[src/rtl/fft_pkg.sv]
// fft_pkg: shared constants, types and helpers for the FFT datapath.
//   N_POINTS    transform length (power of two)
//   LOG2N       index width
//   BANK_AW     address width of one ram1 bank (N_POINTS/2 words)
//   DATA_W      signed width of each real/imag component
//   SCALE_SHIFT right shift used when LOADER_SCALE_EN is defined
//   bitrev()    bit-reverses an LOG2N-bit sample index
package fft_pkg;

  localparam int N_POINTS    = 1024;
  localparam int LOG2N       = 10;
  localparam int BANK_AW     = 9;
  localparam int DATA_W      = 16;
  localparam int SCALE_SHIFT = 1;

  // Index of the final sample of a frame.
  localparam logic [LOG2N-1:0] LAST_IDX = LOG2N'(N_POINTS - 1);

  typedef logic signed [DATA_W-1:0] sample_t;
  // Element 0 is the real part, element 1 the imaginary part.
  typedef sample_t [0:1] cplx_t;

  typedef enum logic [1:0] {
    ST_IDLE = 2'd0,
    ST_LOAD = 2'd1,
    ST_DONE = 2'd2
  } state_t;

  function automatic logic [LOG2N-1:0] bitrev(input logic [LOG2N-1:0] x);
    logic [LOG2N-1:0] r;
    for (int i = 0; i < LOG2N; i++) begin
      r[i] = x[LOG2N-1-i];
    end
    return r;
  endfunction

endpackage

[src/rtl/fft_input_loader_if.sv]
// fft_input_loader_if: sample stream in, ram1 bank-pair write port out.
//   i_start    arm a frame load
//   i_valid    sample present on i_data
//   i_data     complex sample [real imag]
//   o_ready    loader accepts a sample this cycle
//   o_wr_en    [even odd] bank write enables
//   o_wr_addr  write address per bank
//   o_wr_data  write data per bank, [bank][real imag]
//   o_busy     frame load in progress
//   o_done     one-cycle pulse with the final write
// master: the sample source / memory side; slave: the loader.
interface fft_input_loader_if;
  import fft_pkg::*;

  logic                       i_start;
  logic                       i_valid;
  cplx_t                      i_data;
  logic                       o_ready;
  logic [1:0]                 o_wr_en;
  logic [1:0][BANK_AW-1:0]    o_wr_addr;
  cplx_t [1:0]                o_wr_data;
  logic                       o_busy;
  logic                       o_done;

  modport master (
    output i_start, i_valid, i_data,
    input  o_ready, o_wr_en, o_wr_addr, o_wr_data, o_busy, o_done
  );

  modport slave (
    input  i_start, i_valid, i_data,
    output o_ready, o_wr_en, o_wr_addr, o_wr_data, o_busy, o_done
  );

endinterface

[src/rtl/fft_addr_map.sv]
// fft_addr_map: maps a natural-order sample index to its ram1 location.
// The bit-reversed index selects the bank with its LSB (0 = even bank,
// 1 = odd bank) and the word with its upper bits.
//   count  natural-order sample index
//   bank   bank select
//   addr   word address within the bank
module fft_addr_map
  import fft_pkg::*;
(
  input  logic [LOG2N-1:0]   count,
  output logic               bank,
  output logic [BANK_AW-1:0] addr
);

  logic [LOG2N-1:0] rev_s;

  // Split the reversed index into bank select and bank address.
  always_comb begin
    rev_s = bitrev(count);
    bank  = rev_s[0];
    addr  = rev_s[LOG2N-1:1];
  end

endmodule

[src/rtl/fft_input_loader.sv]
// fft_input_loader: streaming front-end of the 1024-point FFT. Accepts
// samples over valid/ready while armed, writes each one to the ram1
// even/odd bank pair at its bit-reversed location one cycle after the
// handshake, and pulses o_done together with the final write.
//   i_clk  clock, rising edge
//   i_rst  asynchronous active-high reset
//   bus    fft_input_loader_if.slave (stream in, bank writes out)
// Build option: LOADER_SCALE_EN arithmetic-shifts each component right
// by SCALE_SHIFT before it is written; undefined writes bit-exact data.
module fft_input_loader
  import fft_pkg::*;
(
  input  logic              i_clk,
  input  logic              i_rst,
  fft_input_loader_if.slave bus
);

  state_t                  state_r;
  logic [LOG2N-1:0]        count_r;
  logic                    ready_r;
  logic                    done_r;
  logic [1:0]              wr_en_r;
  logic [1:0][BANK_AW-1:0] wr_addr_r;
  cplx_t [1:0]             wr_data_r;

  logic                    accept_s;
  logic                    bank_s;
  logic [BANK_AW-1:0]      addr_s;
  cplx_t                   data_s;

  fft_addr_map u_addr_map (
    .count (count_r),
    .bank  (bank_s),
    .addr  (addr_s)
  );

`ifdef LOADER_SCALE_EN
  // Sign-preserving shift, truncating toward -inf; no saturation needed.
  function automatic sample_t scale(input sample_t x);
    return x >>> SCALE_SHIFT;
  endfunction

  assign data_s[0] = scale(bus.i_data[0]);
  assign data_s[1] = scale(bus.i_data[1]);
`else
  assign data_s = bus.i_data;
`endif

  // ready_r mirrors state==LOAD, so the handshake never depends on i_valid.
  assign accept_s = bus.i_valid && ready_r;

  // Frame FSM, index counter and one-cycle-latency bank write registers.
  always_ff @(posedge i_clk or posedge i_rst) begin
    if (i_rst) begin
      state_r   <= ST_IDLE;
      count_r   <= {LOG2N{1'b0}};
      ready_r   <= 1'b0;
      done_r    <= 1'b0;
      wr_en_r   <= 2'b00;
      wr_addr_r <= {(2*BANK_AW){1'b0}};
      wr_data_r <= {(4*DATA_W){1'b0}};
    end else begin
      wr_en_r <= 2'b00;
      done_r  <= 1'b0;
      case (state_r)
        ST_IDLE: begin
          count_r <= {LOG2N{1'b0}};
          if (bus.i_start) begin
            state_r <= ST_LOAD;
            ready_r <= 1'b1;
          end else begin
            ready_r <= 1'b0;
          end
        end
        ST_LOAD: begin
          if (accept_s) begin
            // Only the selected bank updates; the other holds addr/data.
            wr_en_r[bank_s]   <= 1'b1;
            wr_addr_r[bank_s] <= addr_s;
            wr_data_r[bank_s] <= data_s;
            count_r           <= count_r + {{(LOG2N-1){1'b0}}, 1'b1};
            if (count_r == LAST_IDX) begin
              state_r <= ST_DONE;
              ready_r <= 1'b0;
              done_r  <= 1'b1;
            end else begin
              ready_r <= 1'b1;
            end
          end else begin
            ready_r <= 1'b1;
          end
        end
        ST_DONE: begin
          state_r <= ST_IDLE;
          count_r <= {LOG2N{1'b0}};
          ready_r <= 1'b0;
        end
        default: begin
          state_r <= ST_IDLE;
          count_r <= {LOG2N{1'b0}};
          ready_r <= 1'b0;
        end
      endcase
    end
  end

  assign bus.o_ready   = ready_r;
  assign bus.o_busy    = ready_r;
  assign bus.o_done    = done_r;
  assign bus.o_wr_en   = wr_en_r;
  assign bus.o_wr_addr = wr_addr_r;
  assign bus.o_wr_data = wr_data_r;

endmodule

[src/flat_wrapper.sv]
// flat-port wrapper written by rule: the top's interface ports become plain ports
module fft_input_loader_flat import fft_pkg::*;
  (i_clk, i_rst, bus_i_start, bus_i_valid, bus_i_data, bus_o_ready, bus_o_wr_en, bus_o_wr_addr, bus_o_wr_data, bus_o_busy, bus_o_done);
  fft_input_loader_if bus_i ();
  input  logic i_clk;
  input  logic i_rst;
  input wire logic [$bits(bus_i.i_start)-1:0] bus_i_start;
  input wire logic [$bits(bus_i.i_valid)-1:0] bus_i_valid;
  input wire logic [$bits(bus_i.i_data)-1:0] bus_i_data;
  output wire logic [$bits(bus_i.o_ready)-1:0] bus_o_ready;
  output wire logic [$bits(bus_i.o_wr_en)-1:0] bus_o_wr_en;
  output wire logic [$bits(bus_i.o_wr_addr)-1:0] bus_o_wr_addr;
  output wire logic [$bits(bus_i.o_wr_data)-1:0] bus_o_wr_data;
  output wire logic [$bits(bus_i.o_busy)-1:0] bus_o_busy;
  output wire logic [$bits(bus_i.o_done)-1:0] bus_o_done;
  assign bus_i.i_start = bus_i_start;
  assign bus_i.i_valid = bus_i_valid;
  assign bus_i.i_data = bus_i_data;
  assign bus_o_ready = bus_i.o_ready;
  assign bus_o_wr_en = bus_i.o_wr_en;
  assign bus_o_wr_addr = bus_i.o_wr_addr;
  assign bus_o_wr_data = bus_i.o_wr_data;
  assign bus_o_busy = bus_i.o_busy;
  assign bus_o_done = bus_i.o_done;
  fft_input_loader u_core (.i_clk(i_clk), .i_rst(i_rst), .bus(bus_i));
endmodule
[config.mk]
export PLATFORM = sky130hd
export DESIGN_NAME = fft_input_loader_flat
export DESIGN_NICKNAME = d
export VERILOG_FILES = /design/src/rtl/fft_pkg.sv /design/src/rtl/fft_input_loader_if.sv /design/src/rtl/fft_addr_map.sv /design/src/rtl/fft_input_loader.sv /design/src/flat_wrapper.sv
export SDC_FILE = /design/constraint.sdc
export NUM_CORES = 1
export LEC_CHECK = 0
export BUFFER_PORTS_ARGS = -buffer_cell sky130_fd_sc_hd__buf_2
export CAP_MARGIN = 25
export CELL_PAD_IN_SITES_DETAIL_PLACEMENT = 1
export CELL_PAD_IN_SITES_GLOBAL_PLACEMENT = 1
export CORE_ASPECT_RATIO = 1.25
export CORE_UTILIZATION = 36
export CTS_CLUSTER_DIAMETER = 40
export DETAILED_ROUTE_END_ITERATION = 6
export PLACE_DENSITY_LB_ADDON = 0.1
export SLEW_MARGIN = 10
export SYNTH_ARGS = -nofsm -noshare
export SYNTH_HDL_FRONTEND = slang
export SYNTH_SLANG_ARGS = --single-unit
[constraint.sdc]
create_clock -name i_clk -period 2.42 [get_ports i_clk]
set_input_delay 0 -clock i_clk [delete_from_list [all_inputs] [get_ports i_clk]]
set_output_delay 0 -clock i_clk [all_outputs]
set_load 0.01 [all_outputs]
# Word-level counts from Yosys, hierarchy flattened
# Index checks and enable logic that the tools add are counted.
word_totals:
  register_bits: 98
  input_bits: 36
  output_inout_bits: 87
  word_cells: 47
op_classes:
  n_addsub: 1
  n_lt_le_gt_ge: 2
  eq_ne: 5
  n_mux: 23
  n_reduce_logical: 5
op_table:
  columns: ["op", "count"]
  rows:
  - ["64-bit bitwise mux", 1]
  - ["32-bit demux with 1-bit select", 1]
  - ["32-bit two-way mux", 1]
  - ["10-bit two-way mux", 2]
  - ["18-bit bitwise mux", 1]
  - ["10-bit by 1-bit adder with 10-bit output, second input constant", 1]
  - ["10-bit equality test, second input constant", 1]
  - ["2-bit two-way mux", 5]
  - ["9-bit demux with 1-bit select", 1]
  - ["9-bit two-way mux", 1]
  - ["1-bit two-way mux", 7]
  - ["2-bit by 1-bit inequality test with 1-bit output, second input constant", 2]
  - ["2-bit one-hot mux with 2 select lines", 1]
  - ["3-bit AND reduction", 1]
  - ["2-bit by 1-bit equality test with 1-bit output, second input constant", 1]
  - ["1-bit logical AND", 2]
  - ["2-bit zero test", 1]
  - ["1-bit by 2-bit less-than comparator with 1-bit output, second input constant", 1]
  - ["2-bit inequality test, second input constant", 1]
  - ["1-bit one-hot mux with 2 select lines", 1]
  - ["2-bit AND reduction", 1]
  - ["1-bit demux with 1-bit select", 1]
  - ["1-bit greater-or-equal comparator, second input constant", 1]

# Depth between registers and ports, before layout
logic_depth:
  word_depth: 6
  mapped_depth: 4
  ltp_nobuf: 4

# By module
# From an unflattened synthesis, not the netlist that was laid out.
hier_totals:
  hier_cells: 252
  area_unflattened_um2: 3877.5
modules_own_cells:
  columns: ["mod", "instances", "cells_per_inst", "area_per_inst_um2", "seq_area_each_um2"]
  rows:
  - ["fft_input_loader", 1, 242, 3802.4, 2452.4]
  - ["fft_addr_map", 1, 10, 75.1, 0.0]

# Least setup slack after synthesis
# Ideal clock, no wire load.
synth_path:
  path_type: "register -> register"
  from: "reg u_core.ready_r, in the netlist u_core.bus.o_busy"
  to: "reg u_core.wr_data_r, in the netlist u_core.bus.o_wr_data[0]"
  setup_ns: 0.125
  t_arrival_ns: 1.440
  required_time_ns: 2.295
  path_slack_ns: 0.855
  path_stages_with_launch: 5
  n_path_buf: 1
  synth_period_minus_slack_ns: 1.565
  path_cell_list: "dfrtp_1 > nand2_2 > nor3_4 > buf_6 > mux2_2"
synth_between:
  elab_chain_cells: 2
synth_lines:
  columns: ["element", "line_no", "rtl"]
  rows:
  - ["from (decl)", "fft_input_loader.sv:20", "logic ready_r;"]
  - ["from (signal assigned)", "fft_input_loader.sv:57", "ready_r <= 1'b0;"]
  - ["from (signal assigned)", "fft_input_loader.sv:70", "ready_r <= 1'b1;"]
  - ["from (signal assigned)", "fft_input_loader.sv:72", "ready_r <= 1'b0;"]
  - ["1-bit logical AND", "fft_input_loader.sv:50", "assign accept_s = bus.i_valid && ready_r;"]
  - ["2-bit AND reduction (no source line)", null, null]
  - ["to (signal assigned)", "fft_input_loader.sv:61", "wr_data_r <= {(4*DATA_W){1'b0}};"]
  - ["to (signal, indexed assignment)", "fft_input_loader.sv:80", "wr_data_r[bank_s] <= data_s;"]
  - ["to (decl)", "fft_input_loader.sv:24", "cplx_t [1:0] wr_data_r;"]
# No other way between the ends.
# A chain may end at the register's enable or synchronous reset.

# Worst setup path after layout
layout_path:
  from: "reg u_core.state_r[1]"
  to: "reg u_core.wr_addr_r, in the netlist u_core.bus.o_wr_addr[6]"
layout_between:
  elab_chain_cells: 2
layout_lines:
  columns: ["element", "line_no", "rtl"]
  rows:
  - ["from (decl)", "fft_input_loader.sv:18", "state_t state_r;"]
  - ["from (signal assigned)", "fft_input_loader.sv:55", "state_r <= ST_IDLE;"]
  - ["from (signal assigned)", "fft_input_loader.sv:69", "state_r <= ST_LOAD;"]
  - ["from (signal assigned)", "fft_input_loader.sv:83", "state_r <= ST_DONE;"]
  - ["2-bit by 1-bit equality test with 1-bit output", "fft_input_loader.sv:65", "case (state_r)"]
  - ["2-bit AND reduction (no source line)", null, null]
  - ["to (signal assigned)", "fft_input_loader.sv:60", "wr_addr_r <= {(2*BANK_AW){1'b0}};"]
  - ["to (signal, indexed assignment)", "fft_input_loader.sv:79", "wr_addr_r[bank_s] <= addr_s;"]
  - ["to (decl)", "fft_input_loader.sv:23", "logic [1:0][BANK_AW-1:0] wr_addr_r;"]
# No other way between the ends.

==> out/metrics.yaml <==
ctsResizeCount: 0
synth_edf_count: 0
yosysSeqAreaShare: 0.645
postCtsSetupRepairBufs: 0
overflow: 0
ys.flop_type: "dfrtp_1"
routabilityCongestion: 0.701
tightestPinTransition_ns: 0.537
setup_ws_ns: 0.563
rsz0062_at_grt: "false"
dp_slack_ns: 0.509
required_ns: 2.64
n_antenna_cell: 0
path_delay_family: "simple AND/OR/NAND/NOR gates"
antenna_found_initial: 0
cts_tree: "built"
cp_slowest_stage_delay_ns: 0.40
wl_per_cell_um: 16.0
path_class: "flip-flop to flip-flop"
ys_ff_latch: 98
drv_slew: 0
fin_nets: 439
status: "finished clean"
fp.dieH_um: 117
synth_cell_types: 29
final_common_cell: "buf_2"
fin_skew_ns: 0.00453
first_pass_iters: 4
drtAntennaViolNets: 0
max_freq_mhz: 539
cts_hold_buf: 34
clockRootBuffer: "clkbuf_16"
vias: 2526
fin_crit_sh: 0.767
powerDensity_nw_per_um2: 722
row_count: 41
relSlewSlack: 0.641
vdd_drop_max_v: 0.000366
htreeDepth: 3
fin_crit_ns: 1.86
fp.dieW_um: 93.9
start_util: 0.374
crit_fanout: 25
start_kind: "flip-flop"
synth-async-reset-ratio: 1.00
final_area_um2: 5120
cp-end-kind: "flip-flop"
areaGrowthSynthToFinish_pct: 34.9
crit_path_top_delay_cell: "dfrtp_1"
cts_sinks: 98
dieArea_um2: 11000
path_buf_inv: 1
io_pins: 123
core-area_um2: 10200
wirelength_um: 8560
dp_hpwl_um: 5790
hold_ws_ns: 0.0173
setup_viol: 0
drive_gt1_frac: 0.530
grt_pass1_wl_um: 13700
hold_viol: 0
clk_path_buf_depth: 2
cts_buffers: 9
critical_path.cell_chain: "nand2b_1 > nor3_4 > buf_4 > mux2_2"
avgSynthCellArea_um2: 15.8
num-fill-cells: 1078
synth-warning-count: 0
grt_max_degree: 46
hp-class: "input pin to flip-flop"
first_iter_violations: 60
cp.arrival_ns: 2.08
dpl-instance-area_um2: 4530
track_usage: 0.166
clk_pin_slew_worst_paths_ns: 0.06
drv_cap: 0
syn-num-nets: 278
via_per_inst: 4.72
fin_tns_setup_ns: 0
grt_pass1_vias: 2622
mostFrequentLayoutCells: "122 x buf_2, 98 x dfrtp_1, 70 x mux2_2, 34 x dlygate4sd3_1, 12 x mux2_1"
p_leak_nw: 2.60
clk_latency_ns: 0.33
port_buffers: 122
syn_area_um2: 3800
synth_cells: 241
drc_errors: 0
## state kept, by name (all words and copies together), names as in the netlist
name	count
u_core.bus.o_busy	1
u_core.bus.o_done	1
u_core.bus.o_wr_addr	18
u_core.bus.o_wr_data	64
u_core.bus.o_wr_en	2
u_core.count_r	10
u_core.state_r	2
## per-stage QoR
stage	instances	util	total power, mW
2_1_floorplan	241	-	2.21
3_3_place_gp	486	0.446	2.44
3_5_place_dp	486	0.446	2.46
4_1_cts	535	0.505	3.77
5_1_grt	535	0.505	3.89
6_report	535	0.505	3.70
## worst paths after layout
| check | slack, ns | depth (start not counted) | endpoint | from |
|---|---|---|---|---|
| min | 0.02 | 3 | u_core.bus.o_busy$_DFF_PP0_ | bus_i_start |
| max reg2reg | 0.56 | 4 | u_core.bus.o_wr_addr[6]$_DFFE_PP0P_ | u_core.state_r[1]$_DFFE_PP0P_ |
| min in group asynchronous | 0.26 | 3 | u_core.bus.o_wr_data[44]$_DFFE_PP0P_ | i_rst |
| max | 0.56 | 4 | u_core.bus.o_wr_addr[6]$_DFFE_PP0P_ | u_core.state_r[1]$_DFFE_PP0P_ |
| min reg2reg | 0.47 | 1 | u_core.bus.o_busy$_DFF_PP0_ | u_core.state_r[1]$_DFFE_PP0P_ |
| max in group asynchronous | 1.38 | 4 | u_core.bus.o_wr_data[18]$_DFFE_PP0P_ | i_rst |
## cell type report
| class | instances | area, um^2 | share of cell area |
|---|---|---|---|
| Clock buffer | 11 | 233 | 0.0454 |
| Sequential cell | 98 | 2450 | 0.479 |
| Clock inverter | 4 | 20.0 | 0.00391 |
| Tap cell | 129 | 161 | 0.0315 |
| Multi-Input combinational cell | 129 | 1230 | 0.240 |
| Inverter | 3 | 15.0 | 0.00293 |
| Timing Repair Buffer | 161 | 1010 | 0.198 |
## Yosys cell counts (2+ instances only)
cell type  number  share of area
dfrtp_1        98           0.65
nor2_1          3         0.0030
or3_1           3         0.0049
nand3_1         3         0.0040
inv_1           3         0.0030
nor4_1          2         0.0033
mux2_1         12          0.036
o21ai_0         3         0.0040
a311oi_1        2         0.0046
buf_6           8          0.024
or4_1           4         0.0079
nand2_1         3         0.0030
a21oi_1         8          0.011
o31ai_1         4         0.0079
nand4_1         2         0.0033
mux2_2         70           0.21
## worst reg2reg max path: stages (launching register included)
cell	delay [ns]
dfrtp_1	0.40
nand2b_1	0.37
nor3_4	0.22
buf_4	0.37
mux2_2	0.39
## logic make-up (layout without fill, tap and decap cells)
group,Yosys count,in the layout,share of synthesized area
buffers and inverters,14,179,0.0310
AND/OR/NAND/NOR,27,27,0.0458
adder cells (fa/ha/maj),1,1,0.00329
AO/OA/AOI/OAI,17,17,0.0270
XOR/XNOR,2,2,0.00461
multiplexers,82,82,0.243
flip-flops,98,98,0.645
## report_power, final
| group | switching [mW] | internal [mW] | total [mW] |
|---|---|---|---|
| clock | 0.565 | 0.684 | 1.25 |
| combinational | 0.269 | 0.265 | 0.534 |
| sequential | 0.126 | 1.79 | 1.92 |
## metal layers
layer	vias to the layer above	share of wire	global-route usage
li1	1186	-	-
met1	1269	0.42	0.197
met2	63	0.53	0.292
met3	8	0.040	0.0349
met4	0	0.015	0.0677
met5	-	0	0
Note: power is estimated with default switching activity, not from simulation.
